`config.mk`:
```
export PLATFORM = sky130hd
export DESIGN_NAME = jtframe_z80_romrq
export DESIGN_NICKNAME = d
export VERILOG_FILES = /design/src/rtl/jtframe_romrq_pkg.sv /design/src/rtl/jtframe_romrq_line.sv /design/src/rtl/jtframe_z80_romrq.sv
export SDC_FILE = /design/constraint.sdc
export NUM_CORES = 1
export LEC_CHECK = 0
export ABC_CLOCK_PERIOD_IN_PS = 6080
export BUFFER_PORTS_ARGS = -buffer_cell sky130_fd_sc_hd__buf_2
export CAP_MARGIN = 25
export CORE_UTILIZATION = 50
export CTS_CLUSTER_SIZE = 24
export DETAILED_ROUTE_END_ITERATION = 10
export GPL_ROUTABILITY_DRIVEN = 0
export PLACE_DENSITY = 0.78
export SYNTH_ARGS = -nofsm -noshare
export SYNTH_HDL_FRONTEND = slang
export SYNTH_SLANG_ARGS = --single-unit
export TNS_END_PERCENT = 1
```
`constraint.sdc`:
```
create_clock -name clk -period 6.08 [get_ports clk]
set_input_delay 0.304 -clock clk [delete_from_list [all_inputs] [get_ports clk]]
set_output_delay 0.304 -clock clk [all_outputs]
set_load 0.1 [all_outputs]
```
`src/rtl/jtframe_romrq_pkg.sv`:
```
// Shared types and helpers for the Z80 ROM request cache (jtframe_z80_romrq).
package jtframe_romrq_pkg;

    typedef enum logic [1:0] {
        IDLE = 2'd0,
        REQ  = 2'd1,
        WAIT = 2'd2
    } state_t;

    localparam int LINE_BYTES = 4;
    localparam int BSEL_W     = 2;

    // Little-endian byte pick: select 0 is bits 7:0, select 3 is bits 31:24
    function automatic logic [7:0] byte_sel(input logic [31:0] word,
                                            input logic [BSEL_W-1:0] sel);
        logic [7:0] b;
        case (sel)
            2'd0:    b = word[7:0];
            2'd1:    b = word[15:8];
            2'd2:    b = word[23:16];
            default: b = word[31:24];
        endcase
        return b;
    endfunction

endpackage

```
`src/rtl/jtframe_romrq_line.sv`:
```
// One cache line (tag, 32-bit data, valid) for jtframe_z80_romrq.
// Instantiated twice when JTFRAME_ROMRQ_2WAY_EN is defined.
module jtframe_romrq_line
    import jtframe_romrq_pkg::*;
#(
    parameter int TW = 13
) (
    input  logic              clk,
    input  logic              rst_n,
    input  logic              clr_i,
    input  logic              fill_i,
    input  logic              fill_valid_i,
    input  logic [TW-1:0]     fill_tag_i,
    input  logic [31:0]       fill_data_i,
    input  logic [TW-1:0]     look_tag_i,
    input  logic [BSEL_W-1:0] look_sel_i,
    output logic              hit_o,
    output logic [7:0]        byte_o
);

    logic          valid_q;
    logic [TW-1:0] tag_q;
    logic [31:0]   data_q;

    // A clear in the same cycle as a fill leaves the line invalid
    always_ff @(posedge clk) begin
        if (!rst_n) begin
            valid_q <= 1'b0;
        end else if (clr_i) begin
            valid_q <= 1'b0;
        end else if (fill_i) begin
            valid_q <= fill_valid_i;
        end
    end

    always_ff @(posedge clk) begin
        if (fill_i) begin
            tag_q  <= fill_tag_i;
            data_q <= fill_data_i;
        end
    end

    assign hit_o  = valid_q && (tag_q == look_tag_i);
    assign byte_o = byte_sel(data_q, look_sel_i);

endmodule

```
`src/rtl/jtframe_z80_romrq.sv`:
```
// Z80 ROM responder with a 32-bit line cache and SDRAM word fetch on miss.
// Define JTFRAME_ROMRQ_2WAY_EN for two LRU-replaced lines instead of one.
module jtframe_z80_romrq
    import jtframe_romrq_pkg::*;
#(
    parameter int AW  = 15,
    parameter int SDW = 32
) (
    input  logic            clk,
    input  logic            rst_n,
    input  logic            invalidate,
    input  logic            rom_cs,
    input  logic [AW-1:0]   rom_addr,
    output logic            rom_ok,
    output logic [7:0]      rom_data,
    output logic            sdram_req,
    output logic [AW-3:0]   sdram_addr,
    input  logic            sdram_ack,
    input  logic            sdram_dok,
    input  logic [SDW-1:0]  sdram_data
);

    localparam int TW = AW - 2;

    state_t        state_q, state_d;
    logic          req_q, req_d;
    logic [TW-1:0] addr_q, addr_d;
    logic          discard_q, discard_d;

    logic [TW-1:0]     look_tag;
    logic [BSEL_W-1:0] look_sel;
    logic              fill;
    logic              fill_valid;
    logic              hit;
    logic [7:0]        line_byte;

    assign look_tag = rom_addr[AW-1:2];
    assign look_sel = rom_addr[1:0];

    assign fill = ((state_q == REQ) && sdram_ack && sdram_dok) ||
                  ((state_q == WAIT) && sdram_dok);
    assign fill_valid = ~discard_q & ~invalidate;

`ifdef JTFRAME_ROMRQ_2WAY_EN
    logic       hit0, hit1;
    logic [7:0] byte0, byte1;
    logic       lru_q, lru_d;

    jtframe_romrq_line #(.TW(TW)) u_line0 (
        .clk          (clk),
        .rst_n        (rst_n),
        .clr_i        (invalidate),
        .fill_i       (fill & ~lru_q),
        .fill_valid_i (fill_valid),
        .fill_tag_i   (addr_q),
        .fill_data_i  (sdram_data),
        .look_tag_i   (look_tag),
        .look_sel_i   (look_sel),
        .hit_o        (hit0),
        .byte_o       (byte0)
    );

    jtframe_romrq_line #(.TW(TW)) u_line1 (
        .clk          (clk),
        .rst_n        (rst_n),
        .clr_i        (invalidate),
        .fill_i       (fill & lru_q),
        .fill_valid_i (fill_valid),
        .fill_tag_i   (addr_q),
        .fill_data_i  (sdram_data),
        .look_tag_i   (look_tag),
        .look_sel_i   (look_sel),
        .hit_o        (hit1),
        .byte_o       (byte1)
    );

    assign hit       = hit0 | hit1;
    assign line_byte = hit1 ? byte1 : byte0;

    // lru_q names the victim; a fill makes the filled line most recent
    always_comb begin
        lru_d = lru_q;
        if (fill) begin
            lru_d = ~lru_q;
        end else if (rom_cs && hit) begin
            lru_d = ~hit1;
        end
    end

    always_ff @(posedge clk) begin
        if (!rst_n) begin
            lru_q <= 1'b0;
        end else begin
            lru_q <= lru_d;
        end
    end
`else
    jtframe_romrq_line #(.TW(TW)) u_line0 (
        .clk          (clk),
        .rst_n        (rst_n),
        .clr_i        (invalidate),
        .fill_i       (fill),
        .fill_valid_i (fill_valid),
        .fill_tag_i   (addr_q),
        .fill_data_i  (sdram_data),
        .look_tag_i   (look_tag),
        .look_sel_i   (look_sel),
        .hit_o        (hit),
        .byte_o       (line_byte)
    );
`endif

    always_comb begin
        state_d   = state_q;
        req_d     = req_q;
        addr_d    = addr_q;
        discard_d = discard_q;
        case (state_q)
            IDLE: begin
                if (rom_cs && !hit && !invalidate) begin
                    addr_d  = look_tag;
                    req_d   = 1'b1;
                    state_d = REQ;
                end
            end
            REQ: begin
                if (sdram_ack) begin
                    req_d   = 1'b0;
                    state_d = sdram_dok ? IDLE : WAIT;
                end
            end
            WAIT: begin
                if (sdram_dok) begin
                    state_d = IDLE;
                end
            end
            default: begin
                req_d   = 1'b0;
                state_d = IDLE;
            end
        endcase
        // An invalidate during a fetch poisons only that fetch's fill
        if (fill) begin
            discard_d = 1'b0;
        end else if (invalidate && (state_q != IDLE)) begin
            discard_d = 1'b1;
        end
    end

    always_ff @(posedge clk) begin
        if (!rst_n) begin
            state_q   <= IDLE;
            req_q     <= 1'b0;
            addr_q    <= '0;
            discard_q <= 1'b0;
        end else begin
            state_q   <= state_d;
            req_q     <= req_d;
            addr_q    <= addr_d;
            discard_q <= discard_d;
        end
    end

    assign rom_ok     = rom_cs & hit;
    assign rom_data   = line_byte;
    assign sdram_req  = req_q;
    assign sdram_addr = addr_q;

endmodule
```
==> flow_metrics.py <==
metrics = {
    "route": {
        "routed_wl_um": 4123,
        "ant_nets": 0,
        "drtPass1Iterations": 4,
        "routedWlPerCell_um": 14.02,
        "drt-initial-drc-count": 34,
        "vias": 1521,
        "via_per_inst": 5.173,
        "drc": 0,
    },
    "setup_path": {
        "crit_type": "reg2out",
        "crit_fanout": 2,
        "endpoint_kind": "output port",
        "crit_arrival_ns": 2.09,
        "cp-start-kind": "register",
        "cp.required_ns": 5.78,
    },
    "cells_and_area": {
        "fin_nets": 288,
        "final_util": 0.6560,
        "multiInputGateArea_um2": 688.2,
        "fillers": 356,
        "drive_gt1_frac": 0.4250,
        "syn_to_final_growth_pct": 26.48,
        "seq_area_um2": 1712,
        "final_common_cell": "buf_2",
        "layout_common_cells": "buf_2 (75), edfxtp_1 (45), nand2_1 (28)",
        "instances_no_fill": 294,
        "antenna_cells": 0,
    },
    "sta": {
        "finalHoldViolCount": 0,
        "tns_ns": 0,
        "fmax_mhz": 417.5,
        "clock_skew_ns": 0.001763,
        "worst_slack_ns": 3.685,
        "fin_crit_sh": 0.3939,
        "final-max-slew-violation-count": 0,
        "period_needed_ns": 2.395,
        "setup_viol": 0,
        "tightest_slew_ns": 0.5043,
        "rsz0062_at_grt": "false",
        "relSlewSlack": 0.6638,
    },
    "yosys": {
        "synthesis.area_um2": 2434,
        "synthCells": 153,
        "synth.avg_cell_area_um2": 15.91,
        "yosysWarnings": 0,
        "netlist.area_leader.share": 0.5553,
        "synth_edf_count": 45,
        "ys_seq_elements": 63,
        "synth_top_family_by_area": "multiplexers",
        "synth_mux_area_frac": 0.1275,
        "yosys.area.top_type": "edfxtp_1",
        "synth-xor-area-share": 0.04679,
        "synth-simple-area-share": 0.08740,
        "ys.flop_type": "edfxtp_1",
        "syn-num-nets": 206,
        "synthDistinctLibCells": 24,
        "synthAdderAreaFrac": 0,
        "synth_seq_area_share": 0.7033,
        "synth_area_leaders": "edfxtp_1 (56%), dfxtp_1 (15%), mux4_2 (7.4%), mux2i_1 (5.3%), xnor2_1 (4.7%)",
        "synth_compound_area_frac": 0.02057,
        "async_flop_share": 0,
    },
    "global_routing": {
        "grt_pass1_vias": 1549,
        "groute.usage.overall": 0.1832,
        "grt_overflow": 0,
        "grt_pass1_wl_um": 6796,
        "antenna_found_initial": 0,
        "grt_start_max_net_pins": 49,
    },
    "pwr": {
        "p_leak_nw": 1.196,
        "ir_drop_uv": 187.1,
        "clockPowerShare": 0.380,
        "netSwitchingFraction": 0.2470,
        "switchingPower_mw": 0.2411,
        "sequentialPowerShare": 0.490,
        "p_per_area_nw_per_um2": 317.2,
        "comb_power_share": 0.130,
        "intPower_mw": 0.7351,
    },
    "placement": {
        "dp_cells": 277,
        "port_buffers": 75,
        "dp_hpwl_um": 2820,
        "dp_slack_ns": 3.909,
    },
    "clock_tree": {
        "clk_pin_slew_ns": 0.06,
        "cts_root_buf": "clkbuf_8",
        "cts_num_sinks": 63,
        "clk_path_buf_depth": 2,
        "clkLatencyLatePin_ns": 0.32,
        "numCtsBuffers": 9,
        "cts_setup_buffers": 0,
        "post_cts_resized": 0,
        "cts_tree": "yes",
        "h-tree-depth": 3,
        "cts_hold_buffers": 0,
    },
    "floorplan": {
        "chipWidth_um": 71.77,
        "start_util": 0.5187,
        "dieArea_um2": 5150,
        "io_pins": 76,
        "die_h_um": 71.77,
        "rows": 25,
        "core_um2": 4692,
    },
    "hold_path": {
        "hold_path_class": "in2reg",
    },
    "run": {
        "maxCapViolCount": 0,
    },
    "outcome": {
        "outcome": "complete, no violations",
    },
}
==> per-stage QoR <==
stage | power (mW) | hold WS (ns) | area (µm²)
floorplan | 0.5825 | 0.3801 | 2434
global placement | 0.6123 | 0.4366 | 2854
detailed placement | 0.6145 | 0.4374 | 2854
CTS | 0.9869 | 0.1335 | 3058
global route | 1.014 | 0.1210 | 3078
finish | 0.9763 | 0.1511 | 3078
==> synthesized netlist by cell type (2+ instances only) <==
cell	n
o21ai_0	3
mux2i_1	13
nand2_1	28
edfxtp_1	45
nand2b_1	2
dfxtp_1	18
xnor2_1	13
nor3b_1	2
o21a_1	2
clkbuf_1	3
mux4_2	8
nor2_1	2
nand4_1	3
==> power groups by stage <==
stage | Sequential, mW | Combinational, mW | Clock, mW
floorplan | 0.523 | 0.0598 | 0
CTS | 0.479 | 0.127 | 0.381
finish | 0.478 | 0.127 | 0.371
global placement | 0.487 | 0.125 | 0
global route | 0.480 | 0.134 | 0.401
detailed placement | 0.488 | 0.127 | 0
==> kinds of logic after synthesis <==
logic type / Yosys count
DFF: 63
and+or+nand+nor: 42
muxes: 21
xor gates and xnor gates: 13
AOI/OAI and AO/OA: 7
buffers and inverters: 7
==> final cells by class <==
class / instances / share of cell area
clock buffers: 11 / 0.04268
clock inverters: 5 / 0.02358
inverters: 1 / 0.001220
multi-input cells: 83 / 0.2236
flip-flops and latches: 63 / 0.5561
well taps: 54 / 0.02195
repair buffers: 77 / 0.1309
==> state kept, by name (all words and copies together) (netlist names) <==
register	count
u_line0.data_q	32
state_q	2
sdram_addr	13
discard_q	1
u_line0.valid_q	1
sdram_req	1
u_line0.tag_q	13
==> path summary, 6_finish.rpt <==
kind / start / to / slack, ns / depth (start not counted)
min reg2reg: sdram_addr[9] / u_line0.tag_q[9] / 0.45 / 0
max: u_line0.tag_q[2] / rom_ok / 3.69 / 5
max reg2reg: u_line0.tag_q[2] / state_q[0] / 4.26 / 6
min: sdram_data[1] / u_line0.data_q[1] / 0.15 / 1
==> layer usage <==
layer | up-vias | wire length [µm] | track usage | share of wire
met2 | 62 | 1979 | 0.3040 | 0.48
met4 | 0 | 48 | 0.07190 | 0.012
met3 | 6 | 363 | 0.08720 | 0.088
met1 | 728 | 1732 | 0.2044 | 0.42
li1 | 725 | - | - | -
met5 | - | 0 | 0 | 0
==> critical path, stage by stage, from the launching register on <==
cell      delay [ns]
edfxtp_1        0.40
xnor2_1         0.16
nand4_1         0.14
nor4_2          0.45
and2_2          0.21
buf_2           0.41
(Power assumes the default switching activity.)
